--- config.mk ---
export PLATFORM = sky130hd
export DESIGN_NAME = vga_scan_gen
export DESIGN_NICKNAME = d
export VERILOG_FILES = /design/src/rtl/vga_timing_pkg.sv /design/src/rtl/scan_axis_counter.sv /design/src/rtl/vga_scan_gen.sv
export SDC_FILE = /design/constraint.sdc
export NUM_CORES = 1
export LEC_CHECK = 0
export ABC_CLOCK_PERIOD_IN_PS = 4400
export CAP_MARGIN = 20
export CORE_UTILIZATION = 43
export CTS_BUF_LIST = sky130_fd_sc_hd__clkbuf_4 sky130_fd_sc_hd__clkbuf_8 sky130_fd_sc_hd__clkbuf_16
export CTS_CLUSTER_SIZE = 12
export DETAILED_ROUTE_END_ITERATION = 10
export PLACE_DENSITY = 0.68
export SLEW_MARGIN = 20
export SYNTH_ARGS = -nofsm -noshare
export SYNTH_HDL_FRONTEND = slang
export SYNTH_SLANG_ARGS = --single-unit
--- constraint.sdc ---
create_clock -name Clk -period 4.4 [get_ports Clk]
set_input_delay 0.66 -clock Clk [delete_from_list [all_inputs] [get_ports Clk]]
set_output_delay 0.66 -clock Clk [all_outputs]
set_load 0.005 [all_outputs]
--- src/rtl/vga_timing_pkg.sv ---
// vga_timing_pkg: default 640x480@60 timing, derived sync windows and port widths for vga_scan_gen.
package vga_timing_pkg;
    localparam int DEF_CLK_DIV  = 2;
    localparam int DEF_H_ACTIVE = 640;
    localparam int DEF_H_FP     = 16;
    localparam int DEF_H_SYNC   = 96;
    localparam int DEF_H_BP     = 48;
    localparam int DEF_V_ACTIVE = 480;
    localparam int DEF_V_FP     = 10;
    localparam int DEF_V_SYNC   = 2;
    localparam int DEF_V_BP     = 33;
    localparam int H_TOTAL  = DEF_H_ACTIVE + DEF_H_FP + DEF_H_SYNC + DEF_H_BP;
    localparam int V_TOTAL  = DEF_V_ACTIVE + DEF_V_FP + DEF_V_SYNC + DEF_V_BP;
    localparam int HS_START = DEF_H_ACTIVE + DEF_H_FP;
    localparam int HS_END   = HS_START + DEF_H_SYNC;
    localparam int VS_START = DEF_V_ACTIVE + DEF_V_FP;
    localparam int VS_END   = VS_START + DEF_V_SYNC;
    localparam int ADDR_W   = 19;
    localparam int X_W      = 10;
    localparam int Y_W      = 9;
    localparam int VC_W     = 10;
endpackage

--- src/rtl/scan_axis_counter.sv ---
// scan_axis_counter: wrapping scan counter with terminal count, active-region flag and sync-window decode.
module scan_axis_counter
    import vga_timing_pkg::*;
#(
    parameter int W         = X_W,
    parameter int TOTAL     = H_TOTAL,
    parameter int ACTIVE    = DEF_H_ACTIVE,
    parameter int WIN_START = HS_START,
    parameter int WIN_END   = HS_END
) (
    input  logic         i_clk,
    input  logic         i_rst_n,
    input  logic         i_en,
    output logic [W-1:0] o_cnt,
    output logic         o_tc,
    output logic         o_act,
    output logic         o_win
);
    localparam logic [W-1:0] L_LAST = W'(TOTAL - 1);
    localparam logic [W-1:0] L_ACT  = W'(ACTIVE);
    localparam logic [W-1:0] L_WS   = W'(WIN_START);
    localparam logic [W-1:0] L_WE   = W'(WIN_END);
    logic [W-1:0] r_cnt, w_nxt;
    logic r_act, r_win;
    assign o_tc  = (r_cnt == L_LAST);
    assign w_nxt = !i_en ? r_cnt : o_tc ? '0 : r_cnt + 1'b1;
    assign o_cnt = r_cnt;
    assign o_act = r_act;
    assign o_win = r_win;
    // Flags are decoded from the next count so they register on the same edge as the count itself
    always_ff @(posedge i_clk) begin
        if (!i_rst_n) begin
            r_cnt <= '0;
            r_act <= 1'b1;
            r_win <= 1'b0;
        end else begin
            r_cnt <= w_nxt;
            r_act <= (w_nxt < L_ACT);
            r_win <= (w_nxt >= L_WS) && (w_nxt < L_WE);
        end
    end
endmodule

--- src/rtl/vga_scan_gen.sv ---
// vga_scan_gen: raster timing source (scan counters, syncs, display enable, linear pixel address).
// Optional VGA_SCAN_RGB_GATE_EN: registered colour gating, with syncs/in_display delayed one Clk to match.
module vga_scan_gen
    import vga_timing_pkg::*;
#(
    parameter int CLK_DIV  = DEF_CLK_DIV,
    parameter int H_ACTIVE = DEF_H_ACTIVE,
    parameter int H_FP     = DEF_H_FP,
    parameter int H_SYNC   = DEF_H_SYNC,
    parameter int H_BP     = DEF_H_BP,
    parameter int V_ACTIVE = DEF_V_ACTIVE,
    parameter int V_FP     = DEF_V_FP,
    parameter int V_SYNC   = DEF_V_SYNC,
    parameter int V_BP     = DEF_V_BP
) (
    input  logic              Clk,
    input  logic              Reset,
    output logic              pix_ce,
    output logic [X_W-1:0]    CounterX,
    output logic [Y_W-1:0]    CounterY,
    output logic              in_display,
    output logic              hsync,
    output logic              vsync,
    output logic [ADDR_W-1:0] addr,
    output logic              frame_start
`ifdef VGA_SCAN_RGB_GATE_EN
    ,
    input  logic              R_in,
    input  logic              G_in,
    input  logic              B_in,
    output logic              R,
    output logic              G,
    output logic              B
`endif
);
    localparam int HT    = H_ACTIVE + H_FP + H_SYNC + H_BP;
    localparam int VT    = V_ACTIVE + V_FP + V_SYNC + V_BP;
    localparam int DIV_W = (CLK_DIV > 1) ? $clog2(CLK_DIV) : 1;
    localparam logic [DIV_W-1:0] DIV_LAST = DIV_W'(CLK_DIV - 1);
    localparam logic [X_W-1:0]   X_LAST   = X_W'(H_ACTIVE - 1);
    localparam logic [VC_W-1:0]  Y_LAST   = VC_W'(V_ACTIVE - 1);
    logic [DIV_W-1:0]  r_div, w_div_nxt;
    logic              r_pix_ce, r_frame_start;
    logic [ADDR_W-1:0] r_addr;
    logic [X_W-1:0]    w_hcnt;
    logic [VC_W-1:0]   w_vcnt;
    logic w_h_tc, w_v_tc, w_h_act, w_v_act, w_h_win, w_v_win, w_disp, w_wrap, w_last_px;
    assign w_div_nxt = (r_div == DIV_LAST) ? '0 : r_div + 1'b1;
    // Pixel-clock divider; pix_ce is registered so it is high while the divider sits at its last count
    always_ff @(posedge Clk) begin
        if (!Reset) begin
            r_div    <= '0;
            r_pix_ce <= 1'b0;
        end else begin
            r_div    <= w_div_nxt;
            r_pix_ce <= (w_div_nxt == DIV_LAST);
        end
    end
    scan_axis_counter #(
        .W(X_W), .TOTAL(HT), .ACTIVE(H_ACTIVE),
        .WIN_START(H_ACTIVE + H_FP), .WIN_END(H_ACTIVE + H_FP + H_SYNC)
    ) u_h (
        .i_clk(Clk), .i_rst_n(Reset), .i_en(r_pix_ce),
        .o_cnt(w_hcnt), .o_tc(w_h_tc), .o_act(w_h_act), .o_win(w_h_win)
    );
    scan_axis_counter #(
        .W(VC_W), .TOTAL(VT), .ACTIVE(V_ACTIVE),
        .WIN_START(V_ACTIVE + V_FP), .WIN_END(V_ACTIVE + V_FP + V_SYNC)
    ) u_v (
        .i_clk(Clk), .i_rst_n(Reset), .i_en(r_pix_ce & w_h_tc),
        .o_cnt(w_vcnt), .o_tc(w_v_tc), .o_act(w_v_act), .o_win(w_v_win)
    );
    assign w_disp    = w_h_act & w_v_act;
    assign w_wrap    = r_pix_ce & w_h_tc & w_v_tc;
    assign w_last_px = (w_hcnt == X_LAST) && (w_vcnt == Y_LAST);
    // Address advances one per active pixel and parks on the last pixel until the frame wraps
    always_ff @(posedge Clk) begin
        if (!Reset) begin
            r_addr        <= '0;
            r_frame_start <= 1'b0;
        end else begin
            r_frame_start <= w_wrap;
            if (w_wrap)
                r_addr <= '0;
            else if (r_pix_ce && w_disp && !w_last_px)
                r_addr <= r_addr + 1'b1;
        end
    end
    assign pix_ce      = r_pix_ce;
    assign CounterX    = w_hcnt;
    assign CounterY    = w_vcnt[Y_W-1:0];
    assign addr        = r_addr;
    assign frame_start = r_frame_start;
`ifdef VGA_SCAN_RGB_GATE_EN
    logic r_disp_d, r_hs_d, r_vs_d, r_r, r_g, r_b;
    // Colour is gated and registered; syncs take the same one-Clk delay to stay aligned with it
    always_ff @(posedge Clk) begin
        if (!Reset) begin
            r_disp_d <= 1'b1;
            r_hs_d   <= 1'b1;
            r_vs_d   <= 1'b1;
            r_r      <= 1'b0;
            r_g      <= 1'b0;
            r_b      <= 1'b0;
        end else begin
            r_disp_d <= w_disp;
            r_hs_d   <= ~w_h_win;
            r_vs_d   <= ~w_v_win;
            r_r      <= R_in & w_disp;
            r_g      <= G_in & w_disp;
            r_b      <= B_in & w_disp;
        end
    end
    assign in_display = r_disp_d;
    assign hsync      = r_hs_d;
    assign vsync      = r_vs_d;
    assign R          = r_r;
    assign G          = r_g;
    assign B          = r_b;
`else
    assign in_display = w_disp;
    assign hsync      = ~w_h_win;
    assign vsync      = ~w_v_win;
`endif
endmodule

==> results of run 1 <==
## power by group
part | internal [W] | leakage, nW | switching [W]
clock | 0.000105 | 0.0399 | 0.000130
combinational | 0.0000137 | 0.557 | 0.0000144
sequential | 0.000411 | 0.363 | 0.00000733
## routing by layer
layer | share of wire [%] | global-route usage [%] | routed length, um | vias up
li1 | - | - | - | 1038
met1 | 49 | 25.8 | 2560 | 940
met2 | 44 | 27.9 | 2300 | 67
met3 | 5.6 | 4.17 | 292 | 10
met4 | 1.6 | 7.31 | 84 | 0
met5 | 0 | 0 | 0 | -
## kinds of logic after synthesis
family / count (synthesis) / share of synthesized area [%]
flip-flops: 45 / 37.5
AO/OA/AOI/OAI: 42 / 11.4
multiplexers: 5 / 2.08
XOR/XNOR: 25 / 9.11
buffers and inverters: 30 / 8.22
AND/OR/NAND/NOR: 130 / 29.6
adder cells (fa/ha/maj): 4 / 2.08
## worst max-delay path, delay by kind of cell, from the launching register on
family | cells | cell delay, ns
AND/OR/NAND/NOR | 4 | 1.21
flip-flops | 1 | 0.45
adder cells (fa/ha/maj) | 1 | 0.29
AO/OA/AOI/OAI | 2 | 0.20
## per-stage QoR
stage | util, % | worst slack, ns | area, sq um
finish | 54.4 | 2.13 | 2850
global route | 54.4 | 1.95 | 2850
CTS | 54.4 | 2.13 | 2850
detailed placement | 53.0 | 2.15 | 2780
global placement | 53.0 | 2.26 | 2780
floorplan | - | 2.41 | 2400
## sequential cells by signal (all words and copies together), names as in the netlist
register	flops
u_h.o_cnt	10
pix_ce	1
u_v.o_act	1
u_v.o_cnt	10
addr	19
u_v.o_win	1
u_h.o_act	1
frame_start	1
u_h.o_win	1
## cell usage in the layout, fill, tap and decap left out, drive strengths merged, types with 4 or more instances in the layout
cell,n
dfxtp,45
clkdlybuf4s50,44
nor2,34
nand2,24
nand3,15
a21oi,15
nand4,13
xnor2,13
xor2,12
o21ai,12
and3,9
inv,8
nor3,7
and2,7
or3,6
mux2i,5
clkbuf,5
a31oi,4
ha,4
## worst paths after layout
check	startpoint	end	slack (ns)
setup / recovery	u_h.o_cnt[0]$_SDFF_PN0_	u_v.o_act$_SDFF_PN1_	2.13
hold / removal	addr[6]$_SDFFE_PP0P_	addr[6]$_SDFFE_PP0P_	0.51
setup reg to reg	u_h.o_cnt[0]$_SDFF_PN0_	u_v.o_act$_SDFF_PN1_	2.13
hold reg to reg	addr[6]$_SDFFE_PP0P_	addr[6]$_SDFFE_PP0P_	0.51
## area by class of cell
class | instances | share of cell area (%)
Clock buffer | 5 | 2.41
Clock inverter | 1 | 0.176
Inverter | 9 | 1.19
Multi-Input combinational cell | 206 | 45.8
Sequential cell | 45 | 31.6
Tap cell | 70 | 3.07
Timing Repair Buffer | 45 | 15.7
==> metrics.csv, run 1 <==
stage,metric,value,unit
setup_path,cp.required,4.57,ns
global_routing,globalRouteOverflowTotal,0,
setup_path,reg2reg_depth,7,
hold_path,hold_path_depth,2,
synth,syn_inst,281,
synth,yosysTopAreaCell,dfxtp_1,
timing,timing.final.crit_share,51.6,%
synth,ys_warn_count,0,
power_and_ir_drop,leakagePower,0.961,nW
setup_path,crit_slowest_cell,or4_4,
job,cap_violations,0,
place,dp_cells,375,
power_and_ir_drop,ir_worst_vdd,0.153,mV
floorplan,rows,26,
detailed_routing,drt_wl_total,5240,um
detailed_routing,drt_iter0_markers,128,
layout,multi_input_area,0.00131,sq mm
floorplan,start_util,45.9,%
synth,netlist_top_cells_area,"dfxtp_1 (37%), nor2_1 (5.3%), xnor2_1 (4.7%)",
power_and_ir_drop,power,0.000681,W
synth,avgSynthCellArea,8.56,sq um
clock_network,clk_pin_slew_worst_paths,0.08,ns
timing,rsz0062_at_grt,false,
clock_network,cts_hold_buf,0,
floorplan,die-height,76.8,um
floorplan,pin_count,45,
layout,area_delta_synth_final,18.5,%
timing,whs,0.509,ns
layout,instances_no_fill,381,
detailed_routing,vias,2055,
global_routing,grt_pass1_vias,1858,
timing,setup_violations,0,
clock_network,cts_inserted_buffers,5,
place,hpwl,3860,um
clock_network,cts_resized,0,
setup_path,crit_arrival,2.44,ns
clock_network,clockRootBuffer,clkbuf_8,
setup_path,worst-setup-path-type,flip-flop to flip-flop,
synth,synth.yosys.seq_area_share,37.5,%
timing,slew_headroom,59.1,%
timing,hold_viol,0,
floorplan,die_area,0.00590,sq mm
synth,yosysMostFrequentCell,dfxtp_1,
timing,fmax,0.440,GHz
synth,synth-main-ff-cell,dfxtp_1,
clock_network,cts_tree,built,
synth,yosys-top-cells-count,"dfxtp_1 (45), nor2_1 (34), nand2_1 (23)",
global_routing,grt_max_degree,22,
clock_network,htreeDepth,2,
layout,fillers,524,
layout,antennaDiodeCount,0,
global_routing,antenna_found_initial,0,
timing,fin_crit,2.27,ns
status,status,"complete, no violations",
global_routing,grt_util_all_layers,18.7,%
place,port_buffers,44,
setup_path,slowest_delay,0.49,ns
clock_network,cts_setup_buffers,0,
timing,setup_tns,0,ns
synth,async_flop_share,0,%
layout,seq_area,901,sq um
clock_network,clk_latency,0.29,ns
power_and_ir_drop,powerDensity,239,mW/mm^2
setup_path,crit_fanout,8,
synth,synth_cell_type_count,52,
place,finalWeightedCongestion,0.890,
synth,syn-cell-area,0.00240,sq mm
setup_path,startpoint_type,flip-flop,
timing,maxSlewViolCount,0,
synth,synth-seq-cells,45,
synth,synth_edf_count,0,
timing,clock_skew,0.00906,ns
detailed_routing,firstDrtPassIters,4,
layout,nets,318,
hold_path,min_path_type,flip-flop to flip-flop,
synth,syn-num-nets,287,
floorplan,fp.dieW,76.8,um
setup_path,end_kind,flip-flop,
detailed_routing,routedWlPerCell,13.8,um
timing,tightestPinTransition,0.613,ns
clock_network,clockBufferDepth,2,
synth,yosys.area.top_type_share,37.5,%
layout,final_layout_size_suffix_gt1_share,8.36,%
setup_path,crit_chain,"ha_1, and4b_4, and3_1, nand2_4, or4_4, a21oi_2, a31oi_1",
floorplan,coreArea,0.00524,sq mm
global_routing,grt_pass1_wl,8920,um
detailed_routing,ant_nets,0,
clock_network,numClockSinks,45,
detailed_routing,via_per_inst,5.39,
detailed_routing,route.detailed.drc,0,
Note: power is estimated with default switching activity, not from simulation.
==> inputs of run 2 (changes only) <==
Settings changed: ABC_CLOCK_PERIOD_IN_PS 4400 to 2100.
Clock period 4.4 ns to 2.1 ns, I/O delays scaled along.
==> run 2 against run 1 <==
Effect of this change: clock-buffer cell count up 1; combinational power rose to 2.9 times the previous value; final area up 6.2%; global-route usage up 0.96 points; total power up 120%; sequential share of layout area down 1.8 points; fmax up 12%; non-clock buffer count up 19; critical path type unchanged; critical endpoint is now addr[8]$_SDFFE_PP0P_.
==> metrics.csv, run 2 (synthesis results as in run 1) <==
stage,metric,value,unit,change
status,status,"complete, no violations",,
global_routing,grt_pass1_wl,9430,um,+5.6%
detailed_routing,ant_nets,0,,unchanged
layout,final_layout_size_suffix_gt1_share,14.2,%,+5.8 points
setup_path,regToRegSetupSlack,0.08,ns,-2.05 ns
timing,tightestPinTransition,0.552,ns,-0.0606 ns
clock_network,htreeDepth,2,,unchanged
global_routing,globalRouteOverflowTotal,0,,unchanged
power_and_ir_drop,powerDensity,487,mW/mm^2,+100%
floorplan,pin_count,45,,unchanged
layout,fin_util,57.8,%,+3.4 points
global_routing,antenna_found_initial,0,,unchanged
layout,multi_input_area,0.00132,sq mm,+0.67%
detailed_routing,drt_wl_total,5650,um,+7.8%
layout,nets,337,,+6.0%
detailed_routing,routedWlPerCell,14.1,um,+2.2%
clock_network,clk_pin_slew_worst_paths,0.08,ns,about the same
floorplan,die_area,0.00590,sq mm,unchanged
layout,final_area,0.00303,sq mm,+6.2%
place,port_buffers,44,,unchanged
place,finalWeightedCongestion,0.880,,-1.1%
place,hpwl,4110,um,+6.6%
floorplan,die-height,76.8,um,unchanged
detailed_routing,vias,2153,,+4.8%
place,postPlaceCellArea,0.00293,sq mm,+5.6%
layout,instances_no_fill,402,,+5.5%
clock_network,clockRootBuffer,clkbuf_8,,
clock_network,cts_hold_buf,0,,unchanged
detailed_routing,route.detailed.drc,0,,unchanged
layout,antennaDiodeCount,0,,unchanged
setup_path,crit_slowest_cell,a2111o_1,,
detailed_routing,via_per_inst,5.36,,-0.70%
timing,fin_crit,2.02,ns,-0.252 ns
setup_path,crit_chain,"ha_1, nand4_1, nor4_4, a2111o_1, or3_1, a21oi_2",,
timing,clock_skew,0.00735,ns,-0.00171 ns
job,cap_violations,0,,unchanged
power_and_ir_drop,ir_worst_vdd,0.372,mV,+140%
layout,largest_reg_flops,19,,unchanged
layout,layout_common_cells,"dfxtp_1 (45), clkdlybuf4s50_1 (44), nor2_1 (34), nand2_1 (23), buf_4 (19)",,
global_routing,grt_pass1_vias,1987,,+6.9%
setup_path,crit_fanout,10,,+2
detailed_routing,firstDrtPassIters,4,,unchanged
layout,fillers,503,,-4.0%
detailed_routing,top_layer_used,met4,,
global_routing,grt_util_all_layers,19.7,%,+0.96 points
clock_network,clockBufferDepth,2,,unchanged
timing,slew_headroom,63.1,%,+4.0 points
detailed_routing,drt-met1-wl,2650,um,+3.4%
timing,timing.final.crit_share,96.2,%,+45 points
global_routing,grt_max_degree,22,,unchanged
setup_path,cp.required,2.32,ns,-2.25 ns
timing,hold_viol,0,,unchanged
setup_path,crit_arrival,2.24,ns,-0.20 ns
floorplan,rows,26,,unchanged
layout,area_delta_synth_final,25.9,%,
floorplan,start_util,45.9,%,unchanged
detailed_routing,wl_met3,334,um,+14%
setup_path,worst-setup-path-type,flip-flop to flip-flop,,
timing,fmax,0.495,GHz,+12%
timing,maxSlewViolCount,0,,unchanged
detailed_routing,wl_met2,2610,um,+13%
clock_network,cts_inserted_buffers,5,,unchanged
hold_path,min_path_type,flip-flop to flip-flop,,
timing,rsz0062_at_grt,true,,
timing,setup_violations,0,,unchanged
setup_path,slowest_delay,0.55,ns,+0.06 ns
setup_path,end_kind,flip-flop,,
detailed_routing,drt_iter0_markers,175,,+37%
floorplan,fp.dieW,76.8,um,unchanged
layout,seq_area,901,sq um,unchanged
clock_network,cts_tree,built,,
setup_path,startpoint_type,flip-flop,,
place,dp_cells,394,,+5.1%
timing,setup_tns,0,ns,unchanged
floorplan,coreArea,0.00524,sq mm,unchanged
power_and_ir_drop,leakagePower,1.07,nW,+11%
layout,final_common_cell,dfxtp_1,,
clock_network,numClockSinks,45,,unchanged
clock_network,clk_latency,0.29,ns,about the same
==> run 2: changes by cell type in the layout (fill, tap and decap cells not counted), sizes merged <==
cell	delta
buf	+19
clkinv	+1
clkbuf	+1
==> run 2: area by class of cell <==
type                       instances  share of cell area (%)
multi-input combinational        206                    43.4
sequential                        45                    29.8
timing repair buffer              64                    19.9
tap                               70                    2.89
clock buffer                       6                    2.52
inverter                           9                    1.12
clock inverter                     2                   0.331
==> run 2: per-layer routing <==
| layer | up-vias | global-route usage [%] |
|---|---|---|
| li1 | 1078 | - |
| met1 | 1001 | 26.4 |
| met2 | 68 | 31.3 |
| met3 | 6 | 3.45 |
| met4 | 0 | 7.12 |
| met5 | - | 0 |
==> run 2: what timing repair did <==
| action | in CTS | in global routing |
|---|---|---|
| gates resized for setup | 1 | 0 |
| pin swaps | 0 | 1 |
| setup buffers | 0 | 0 |
| setup endpoints to repair | 1 | 13 |
| endpoints found under the hold margin | 0 | 0 |
==> run 2: worst max-delay path: cells and delay by family (launching register included) <==
family          cells  cell delay, ns
compound gates      2            0.70
fa+ha+maj           1            0.26
simple gates        3            0.65
flops               1            0.36
==> run 2: per-stage QoR <==
| step | hold slack (ns) | power, W | worst slack [ns] |
|---|---|---|---|
| after CTS | 0.519 | 0.00149 | 0.0718 |
| after global placement | 0.495 | 0.000968 | 0.114 |
| final | 0.527 | 0.00147 | 0.0803 |
| after detailed placement | 0.508 | 0.000969 | 0.0165 |
| after floorplan | 0.483 | 0.000928 | 0.113 |
| after global routing | 0.549 | 0.00154 | -0.00727 |
==> run 2: final timing paths <==
kind / to / startpoint / cells past startpoint
worst min register to register: addr[6]$_SDFFE_PP0P_ / addr[6]$_SDFFE_PP0P_ / 2
worst max register to register: addr[8]$_SDFFE_PP0P_ / u_v.o_cnt[0]$_SDFF_PN0_ / 6
worst max-delay path: addr[8]$_SDFFE_PP0P_ / u_v.o_cnt[0]$_SDFF_PN0_ / 6
worst min-delay path: addr[6]$_SDFFE_PP0P_ / addr[6]$_SDFFE_PP0P_ / 2
==> run 2: where the power goes <==
part | switching (W) | internal, W | total, W
combinational | 0.0000417 | 0.0000396 | 0.0000812
sequential | 0.00000690 | 0.000861 | 0.000868
clock | 0.000281 | 0.000244 | 0.000525
total | 0.000330 | 0.00114 | 0.00147
==> inputs of run 3 (changes only) <==
Settings changed: CORE_MARGIN set to 2.
==> run 3 against run 2 <==
Effect of this change: first-iteration DRC count down 20%; clock-buffer cell count down 1; flip-flop and latch count unchanged; critical path depth up 2; utilization down 0.32 points; via count about the same; sequential share of layout area down 0.94 points; sequential power about the same; routed wire length down 1.3%; register-to-register slack better by 0.07 ns; clock skew down 0.0031 ns; critical path type unchanged.
==> metrics.csv, run 3 (synthesis results as in run 1) <==
stage,metric,value,unit,change
timing,timing.final.crit_share,92.6,%,-3.5 points
hold_path,min_path_type,flip-flop to flip-flop,,
clock_network,cts_setup_buffers,0,,unchanged
clock_network,htreeDepth,2,,unchanged
detailed_routing,vias,2154,,+0.046%
timing,rsz0062_at_grt,false,,
power_and_ir_drop,ir_worst_vdd,0.322,mV,-14%
floorplan,die-height,78.8,um,+2.6%
timing,slew_headroom,64.8,%,+1.7 points
global_routing,grt_pass1_vias,1964,,-1.2%
power_and_ir_drop,powerDensity,552,mW/mm^2,+13%
floorplan,start_util,44.2,%,-1.7 points
floorplan,pin_count,45,,unchanged
floorplan,coreArea,0.00544,sq mm,+3.8%
timing,setup_tns,0,ns,unchanged
setup_path,path_depth,8,,+2
layout,layout_common_cells,"dfxtp_1 (45), clkdlybuf4s50_1 (44), nor2_1 (34), buf_4 (24), nand2_1 (23)",,
layout,largest_reg_flops,19,,unchanged
timing,hold_viol,0,,unchanged
setup_path,crit_family,simple AND/OR/NAND/NOR gates,,
clock_network,clockRootBuffer,clkbuf_8,,
setup_path,startpoint_type,flip-flop,,
power_and_ir_drop,power,0.00173,W,+17%
layout,fin_util,57.5,%,-0.32 points
setup_path,slowest_delay,0.49,ns,-0.06 ns
clock_network,clk_pin_slew_worst_paths,0.08,ns,about the same
setup_path,crit_chain,"inv_1, ha_1, and4bb_2, nand3_2, nand2_4, or4_4, a21oi_2, a31oi_1",,
setup_path,crit_arrival,2.13,ns,-0.11 ns
hold_path,hold_path_depth,2,,unchanged
layout,final_layout_size_suffix_gt1_share,15.4,%,+1.2 points
setup_path,crit_buf_inv,1,,+1
setup_path,crit_fanout,6,,-4
clock_network,cts_inserted_buffers,5,,unchanged
clock_network,cts_tree,built,,
setup_path,regToRegSetupSlack,0.15,ns,+0.07 ns
status,status,"complete, no violations",,
timing,maxSlewViolCount,0,,unchanged
setup_path,crit_slowest_cell,or4_4,,
floorplan,die_area,0.00621,sq mm,+5.3%
floorplan,rows,27,,+3.8%
detailed_routing,route.detailed.drc,0,,unchanged
clock_network,clockBufferDepth,2,,unchanged
detailed_routing,routedWlPerCell,13.6,um,-3.2%
floorplan,fp.dieW,78.8,um,+2.6%
setup_path,end_kind,flip-flop,,
global_routing,grt_pass1_wl,9030,um,-4.2%
timing,setup_violations,0,,unchanged
power_and_ir_drop,leakagePower,1.12,nW,+4.4%
timing,tightestPinTransition,0.527,ns,-0.0254 ns
global_routing,grt_max_degree,21,,-4.5%
global_routing,globalRouteOverflowTotal,0,,unchanged
global_routing,antenna_found_initial,0,,unchanged
global_routing,grt_util_all_layers,18.3,%,-1.4 points
layout,final_common_cell,dfxtp_1,,
place,hpwl,4130,um,+0.43%
detailed_routing,ant_nets,0,,unchanged
place,postPlaceCellArea,0.00297,sq mm,+1.4%
layout,area_delta_synth_final,30.0,%,
layout,nets,343,,+1.8%
clock_network,numClockSinks,45,,unchanged
job,cap_violations,0,,unchanged
timing,fin_crit,1.95,ns,-0.0741 ns
setup_path,worst-setup-path-type,flip-flop to flip-flop,,
detailed_routing,drt_iter0_markers,140,,-20%
detailed_routing,firstDrtPassIters,5,,+1
setup_path,cp.required,2.28,ns,-0.04 ns
layout,antennaDiodeCount,0,,unchanged
place,finalWeightedCongestion,0.902,,+2.5%
clock_network,clk_latency,0.30,ns,about the same
place,port_buffers,44,,unchanged
layout,fillers,504,,+0.20%
timing,clock_skew,0.00421,ns,-0.00314 ns
setup_path,reg2reg_depth,8,,+2
detailed_routing,via_per_inst,5.25,,-1.9%
detailed_routing,drt_wl_total,5580,um,-1.3%
layout,final_area,0.00313,sq mm,+3.3%
timing,fmax,0.514,GHz,+3.8%
==> run 3: report_power, final <==
group          switching [W]  leakage [nW]  internal [W]
sequential        0.00000662         0.363      0.000861
combinational      0.0000421         0.685     0.0000407
clock               0.000303        0.0681      0.000473
==> run 3: timing repair <==
item / in CTS / in global routing
resized for setup: 0 / 2
setup endpoints to repair: 0 / 6
hold buffers: 0 / 0
==> run 3: cell type report <==
class / instances / area, sq um / area share, %
inverters: 9 / 33.8 / 1.08
repair buffers: 69 / 641 / 20.5
multi-input cells: 207 / 1330 / 42.4
flip-flops and latches: 45 / 901 / 28.8
clock inverters: 3 / 65.1 / 2.08
clock buffers: 5 / 68.8 / 2.20
well taps: 72 / 90.1 / 2.88
==> run 3: path summary, 6_finish.rpt <==
kind,start,endpoint
worst max-delay path,u_v.o_cnt[0]$_SDFF_PN0_,u_v.o_act$_SDFF_PN1_
worst min-delay path,addr[6]$_SDFFE_PP0P_,addr[6]$_SDFFE_PP0P_
worst max register to register,u_v.o_cnt[0]$_SDFF_PN0_,u_v.o_act$_SDFF_PN1_
worst min register to register,addr[6]$_SDFFE_PP0P_,addr[6]$_SDFFE_PP0P_
==> run 3: stage by stage <==
stage / setup slack [ns] / hold slack [ns] / cells
floorplan: 0.113 / 0.483 / 281
global placement: 0.200 / 0.492 / 401
detailed placement: 0.107 / 0.498 / 401
CTS: 0.0980 / 0.510 / 409
global route: 0.0283 / 0.557 / 410
finish: 0.154 / 0.515 / 410
==> run 3: routing by layer <==
layer | track usage, % | part of all wire [%] | wire length, um
met5 | 0 | 0 | 0
met4 | 5.61 | 0.52 | 29
met3 | 4.20 | 3.4 | 187
met2 | 30.6 | 48 | 2660
met1 | 23.4 | 48 | 2700
==> run 3: worst reg2reg max path, stage by stage, from the launching register on <==
cell	delay [ns]
dfxtp_1	0.41
inv_1	0.06
ha_1	0.20
and4bb_2	0.27
nand3_2	0.12
nand2_4	0.06
or4_4	0.49
a21oi_2	0.16
a31oi_1	0.06
